**src/rtl/seq_multiplier.sv**
```systemverilog
// Sequential shift-add multiplier with start/done handshake. Sgn selects
// unsigned add-and-shift or radix-2 Booth recoding for two's-complement operands.
module seq_multiplier #(
  parameter int WIDTH = 8
) (
  input  logic                 Clk,
  input  logic                 Rst_n,
  input  logic                 St,
  input  logic                 Sgn,
  input  logic [WIDTH-1:0]     Mcand,
  input  logic [WIDTH-1:0]     Mplier,
  output logic [2*WIDTH-1:0]   Product,
  output logic                 Idle,
  output logic                 Done,
  output logic                 Load,
  output logic                 Ad,
  output logic                 Sh
);

  localparam int KW = $clog2(WIDTH);
  localparam logic [KW-1:0] K_LAST = KW'(WIDTH - 1);

  typedef enum logic [1:0] {
    S_IDLE = 2'd0,
    S_CHK  = 2'd1,
    S_SHF  = 2'd2,
    S_DONE = 2'd3
  } state_t;

  state_t state_q, state_d;

  logic signed [WIDTH:0]  a_q, a_d;
  logic [WIDTH-1:0]       q_q, q_d;
  logic [WIDTH-1:0]       b_q, b_d;
  logic                   qm1_q, qm1_d;
  logic                   mode_q, mode_d;
  logic [KW-1:0]          k_q, k_d;
  logic [2*WIDTH-1:0]     prod_q, prod_d;

  logic                   m_bit;
  logic                   sub_op;
  logic                   last_bit;
  logic signed [WIDTH:0]  b_ext;
  logic signed [WIDTH:0]  a_sh;
  logic [WIDTH-1:0]       q_sh;

  // Widen the multiplicand to the accumulator width for the active mode.
  function automatic logic signed [WIDTH:0] ext_b(input logic [WIDTH-1:0] b,
                                                  input logic signed_mode);
    return signed_mode ? $signed({b[WIDTH-1], b}) : $signed({1'b0, b});
  endfunction

  assign m_bit    = mode_q ? (q_q[0] ^ qm1_q) : q_q[0];
  assign sub_op   = mode_q & q_q[0] & ~qm1_q;
  assign last_bit = (k_q == K_LAST);
  assign b_ext    = ext_b(b_q, mode_q);
  // Unsigned shifts the carry bit down; signed replicates the sign.
  assign a_sh     = $signed({mode_q & a_q[WIDTH], a_q[WIDTH:1]});
  assign q_sh     = {a_q[0], q_q[WIDTH-1:1]};

  always_ff @(posedge Clk or negedge Rst_n) begin
    if (!Rst_n) begin
      state_q <= S_IDLE;
    end else begin
      state_q <= state_d;
    end
  end

  always_comb begin
    state_d = state_q;
    case (state_q)
      S_IDLE: if (St) state_d = S_CHK;
      S_CHK: begin
        if (m_bit)         state_d = S_SHF;
        else if (last_bit) state_d = S_DONE;
        else               state_d = S_CHK;
      end
      S_SHF:  state_d = last_bit ? S_DONE : S_CHK;
      S_DONE: state_d = S_IDLE;
      default: state_d = S_IDLE;
    endcase
  end

  // Load is qualified by Rst_n so a start held during reset is not reported.
  always_comb begin
    Idle = (state_q == S_IDLE);
    Done = (state_q == S_DONE);
    Load = (state_q == S_IDLE) & St & Rst_n;
    Ad   = (state_q == S_CHK) & m_bit;
    Sh   = ((state_q == S_CHK) & ~m_bit) | (state_q == S_SHF);
  end

  always_comb begin
    a_d    = a_q;
    q_d    = q_q;
    qm1_d  = qm1_q;
    b_d    = b_q;
    mode_d = mode_q;
    k_d    = k_q;
    prod_d = prod_q;
    if (Load) begin
      a_d    = '0;
      q_d    = Mplier;
      qm1_d  = 1'b0;
      b_d    = Mcand;
      mode_d = Sgn;
      k_d    = '0;
    end
    if (Ad) begin
      a_d = sub_op ? (a_q - b_ext) : (a_q + b_ext);
    end
    if (Sh) begin
      a_d   = a_sh;
      q_d   = q_sh;
      qm1_d = q_q[0];
      k_d   = k_q + KW'(1);
      if (last_bit) prod_d = {a_sh[WIDTH-1:0], q_sh};
    end
  end

  always_ff @(posedge Clk or negedge Rst_n) begin
    if (!Rst_n) begin
      a_q    <= '0;
      q_q    <= '0;
      qm1_q  <= 1'b0;
      b_q    <= '0;
      mode_q <= 1'b0;
      k_q    <= '0;
      prod_q <= '0;
    end else begin
      a_q    <= a_d;
      q_q    <= q_d;
      qm1_q  <= qm1_d;
      b_q    <= b_d;
      mode_q <= mode_d;
      k_q    <= k_d;
      prod_q <= prod_d;
    end
  end

  assign Product = prod_q;

endmodule
```
**config.mk**
```make
export PLATFORM = sky130hd
export DESIGN_NAME = seq_multiplier
export DESIGN_NICKNAME = d
export VERILOG_FILES = /design/src/rtl/seq_multiplier.sv
export SDC_FILE = /design/constraint.sdc
export NUM_CORES = 1
export LEC_CHECK = 0
export BUFFER_PORTS_ARGS = -buffer_cell sky130_fd_sc_hd__buf_4
export CORE_MARGIN = 3
export CORE_UTILIZATION = 48
export CTS_BUF_LIST = sky130_fd_sc_hd__clkbuf_8
export DETAILED_ROUTE_END_ITERATION = 12
export GPL_ROUTABILITY_DRIVEN = 0
export PLACE_DENSITY = 0.79
export SETUP_SLACK_MARGIN = 0.4
export SLEW_MARGIN = 30
export SYNTH_ARGS = -nofsm -noshare
export SYNTH_HDL_FRONTEND = slang
export SYNTH_SLANG_ARGS = --single-unit
```
**constraint.sdc**
```tcl
create_clock -name Clk -period 2.47 [get_ports Clk]
set_clock_uncertainty 0.1 [all_clocks]
set_input_delay 0.1235 -clock Clk [delete_from_list [all_inputs] [get_ports Clk]]
set_output_delay 0.1235 -clock Clk [all_outputs]
set_load 0.02 [all_outputs]
```
Word level (Yosys, flattened, before mapping)
Index checks and enable logic that the tools add are counted.
{"block": "word_totals", "out_inout_bits": 21, "register_bits": 48, "inputBits": 20}
{"block": "op_classes", "n_bitwise": 11, "addsub": 3, "reduce_logical": 4, "muxes": 16, "eq_ne": 5}
{"op": "$mux W9", "n": 5}
{"op": "$mux W8", "n": 2}
{"op": "$add A9 B9 Y9", "n": 1}
{"op": "$sub A9 B9 Y9", "n": 1}
{"op": "$pmux W2 S4", "n": 1}
{"op": "$and A1 B1 Y1", "n": 7}
{"op": "$mux W2", "n": 3}
{"op": "$mux W3", "n": 2}
{"op": "$eq A2 B2 Y1 const B", "n": 2}
{"op": "$add A3 B1 Y3 const B", "n": 1}
{"op": "$eq A3 B3 Y1 const B", "n": 1}
{"op": "$mux W1", "n": 3}
{"op": "$reduce_bool A3 Y1", "n": 1}
{"op": "$eq A2 B1 Y1 const B", "n": 1}
{"op": "$logic_not A2 Y1", "n": 1}
{"op": "$ne A2 B2 Y1 const B", "n": 1}
{"op": "$not A1 Y1", "n": 2}
{"op": "$reduce_and A2 Y1", "n": 1}
{"op": "$reduce_bool A2 Y1", "n": 1}
{"op": "$or A1 B1 Y1", "n": 1}
{"op": "$xor A1 B1 Y1", "n": 1}

Longest topological paths before layout
{"block": "logic_depth", "depth_word": 6, "depth_mapped": 12, "ltp_nobuf": 12}

Least setup slack after synthesis
Ideal clock, no wire load.
{"block": "synth_timing", "path_kind": "register to register", "startpoint": "register b_q[0]", "endpoint": "register a_q[8]", "path_buffers": 0, "arrival_time_ps": 2456, "path_slack_ps": -172, "path_stages_with_launch": 13, "setup_time_ps": 86, "cell_sequence": "dfrtp_1 > inv_1 > ha_1 > nor3b_1 > a21oi_1 > xnor2_1 > ha_1 > o21a_1 > o21ai_0 > a21oi_1 > or3_1 > and2_4 > o221ai_2"}
{"block": "synth_between", "elab_chain_cells": 5, "elab_cells_between_ends": 6, "cone_classes": "add/sub (2); mux (4)"}
{"element": "start, declared", "line": "34", "text": "logic [WIDTH-1:0] b_q, b_d;"}
{"element": "start signal, assigned", "line": "126", "text": "b_q <= '0;"}
{"element": "start signal, assigned", "line": "134", "text": "b_q <= b_d;"}
{"element": "$mux W9 (*)", "line": "50", "text": "return signed_mode ? $signed({b[WIDTH-1], b}) : $signed({1'b0, b});"}
{"element": "$add A9 B9 Y9 / $sub A9 B9 Y9 (equally long branches)", "line": "110", "text": "a_d = sub_op ? (a_q - b_ext) : (a_q + b_ext);"}
{"element": "$mux W9 (*)", "line": "110"}
{"element": "$mux W9 (*)", "line": "109", "text": "if (Ad) begin"}
{"element": "$mux W9 (*)", "line": "112", "text": "if (Sh) begin"}
{"element": "end signal, assigned", "line": "123", "text": "a_q <= '0;"}
{"element": "end signal, assigned", "line": "131", "text": "a_q <= a_d;"}
{"element": "end, declared", "line": "32", "text": "logic signed [WIDTH:0] a_q, a_d;"}
Every way passes the cells marked *; elsewhere a longest branch is shown, timed or not.
A chain may end at the register's enable or synchronous reset.

Worst setup path in the final report
{"block": "layout_timing", "startpoint": "register b_q[1]", "endpoint": "register a_q[8]"}
Same word-level chain as after synthesis.

==> flow_summary.json <==
{
  "synth-edff-count": 0,
  "fin_tns_setup_ns": -0.137,
  "cpLargestDelayFamily": "simple AND/OR/NAND/NOR gates",
  "peakVddDrop_mv": 0.755,
  "finalCritPeriodShare_pct": 105,
  "clock-sinks": 48,
  "layout.cells.most_common": "buf_4",
  "die-area_um2": 6180,
  "total_power_mw": 5.18,
  "grt_pass1_wl_mm": 9.89,
  "clk_latency_ns": 0.30,
  "clockBufferDepth": 2,
  "hpwl_mm": 4.01,
  "stdcell_area_um2": 3480,
  "max_stage_delay_ns": 0.42,
  "drc": 0,
  "max_slew_margin_pct": 61.1,
  "drive_above_1_share_pct": 37.6,
  "dpl_cell_area_um2": 3070,
  "wl_per_cell_um": 14.7,
  "path_class": "reg -> reg",
  "crit_fanout": 3,
  "clk_pin_slew_ns": 0.08,
  "die_h_um": 78.6,
  "diodes": 0,
  "powerDensity_nw_per_um2": 1490,
  "worst_pin_slew_ns": 0.584,
  "grt_max_degree": 49,
  "ys.flop_type": "dfrtp_1",
  "maxCapViolCount": 0,
  "cp.required_ns": 2.59,
  "pre_cts_ws_ns": -0.101,
  "setup_viol": 2,
  "firstDrtPassIters": 4,
  "yosysWarnings": 0,
  "critPathLaunchType": "flip-flop",
  "dr.first_iter.drc_count": 124,
  "yosys_register_bits": 48,
  "numCtsBuffers": 5,
  "routed_wl_mm": 5.97,
  "seq_area_frac_synth_pct": 47.5,
  "crit_top_cell": "a21oi_2",
  "port_buffers": 40,
  "critPathSlowestCell": "dfrtp_1",
  "viasPerCell": 5.29,
  "antenna_left": 0,
  "root_buffer": "clkbuf_8",
  "final_nets": 370,
  "antenna_found_initial": 0,
  "hold_viol_final": 0,
  "async_reset_ff_share_pct": 100,
  "p_leak_nw": 1.75,
  "die_w_um": 78.6,
  "fmax_ghz": 0.384,
  "grt_usage_pct": 20.2,
  "grt_overflow": 0,
  "start_util_pct": 51.5,
  "rows": 25,
  "grt_setup_unrepaired": "true",
  "cp_data_arrival_time_ns": 2.73,
  "hp-class": "reg -> reg",
  "ios": 41,
  "cp_cell_sequence": "inv_2, ha_4, nor3b_4, a21oi_2, xnor2_1, ha_1, o21a_1, o21ai_2, a21oi_2, or3_4, and2_4, o221ai_2",
  "htreeDepth": 2,
  "coreArea_um2": 4910,
  "min_period_ns": 2.60,
  "syn_to_final_growth_pct": 37.6,
  "grt_pass1_vias": 2144,
  "synth.distinct_cells": 43,
  "crit_path_end_kind": "flip-flop",
  "vias": 2142,
  "synth.avg_cell_area_um2": 10.1,
  "critPathBufInv": 1,
  "layout_common_cells": "buf_4, nand2_1, dfrtp_1",
  "ff2ff_setup_slack_ns": -0.13,
  "utilization_pct": 70.9,
  "slew_violations": 0,
  "cts_tree": "yes",
  "syn_inst": 250,
  "mappedNetlistArea_um2": 2530,
  "status": "complete, but fails checks",
  "layout_setup_ws_ns": -0.135,
  "synth_fp_nets": 282,
  "failed_checks": "negative setup slack"
}
==> report_power, final <==
group | internal, mW | switching, mW | total, mW | leakage [nW]
Clock | 0.192 | 0.248 | 0.440 | 0.0400
Combinational | 1.72 | 1.67 | 3.39 | 1.08
Sequential | 1.10 | 0.260 | 1.36 | 0.626
Total | 3.00 | 2.18 | 5.18 | 1.75
==> cells in the mapped netlist (8+ instances only) <==
master   instances  area [um2]
a21oi_1          8        40.0
o21ai_1          9        45.0
nand2_1         54         203
a22oi_1         10        75.1
inv_1            9        33.8
o21ai_0         10        50.1
xnor2_1          9        78.8
nor2_1          11        41.3
mux2_2          10         113
dfrtp_1         48        1200
ha_1            11         138
==> per-stage QoR <==
| step | cells | hold slack, ns |
|---|---|---|
| 5_1_grt | 405 | 0.423 |
| 4_1_cts | 402 | 0.401 |
| 3_5_place_dp | 373 | 0.177 |
| 3_3_place_gp | 373 | 0.169 |
| 2_1_floorplan | 250 | -0.272 |
| 6_report | 405 | 0.394 |
==> metal layers <==
metal / routed length (um) / global-route usage, %
met1: 2600 / 24.3
met2: 3040 / 35.9
met3: 236 / 3.10
met4: 98 / 8.39
met5: 0 / 0
==> layout make-up <==
cell class              count  area, um2
clock buffers               5       68.8
clock inverters             2       12.5
fillers                   364       1430
inverters                  11       43.8
multi-input cells         182       1340
flip-flops and latches     48       1200
well taps                  67       83.8
repair buffers             90        736
==> registers in the layout, indices dropped and copies added, names as in the netlist <==
name	cells
k_q	3
b_q	8
Product	16
state_q	2
a_q	9
mode_q	1
qm1_q	1
q_q	8
==> repair_timing <==
item,CTS,global route
endpoints found under the hold margin,66,0
resized for setup,20,10
hold buffers,19,0
setup endpoints to repair,8,25
pin swaps,15,15
setup buffers,3,3
==> cell families (layout without fill, tap and decap cells) <==
kind of cell	after synthesis	in the layout	share of synthesized area [%]
compound gates	55	55	15.1
xor+xnor	11	11	3.81
flops	48	48	47.5
simple gates	90	90	16.4
buf+inv	20	108	4.10
mux	14	14	6.83
fa+ha+maj	12	12	6.23
==> worst min-delay path: cells and delay by family (launching register included) <==
kind               cells  cell delay, ns
and+or+nand+nor        1            0.05
DFF                    1            0.36
AOI/OAI and AO/OA      1            0.06
==> final timing paths <==
path	from	endpoint	cells past startpoint
worst min-delay path	Product[15]	Product[15]	2
worst max register to register	b_q[1]	a_q[8]	12
min in group asynchronous	Rst_n	Product[3]	3
worst max-delay path	b_q[1]	a_q[8]	12
worst min register to register	Product[15]	Product[15]	2
max in group asynchronous	Rst_n	a_q[7]	3
Note: power is estimated with default switching activity, not from simulation.
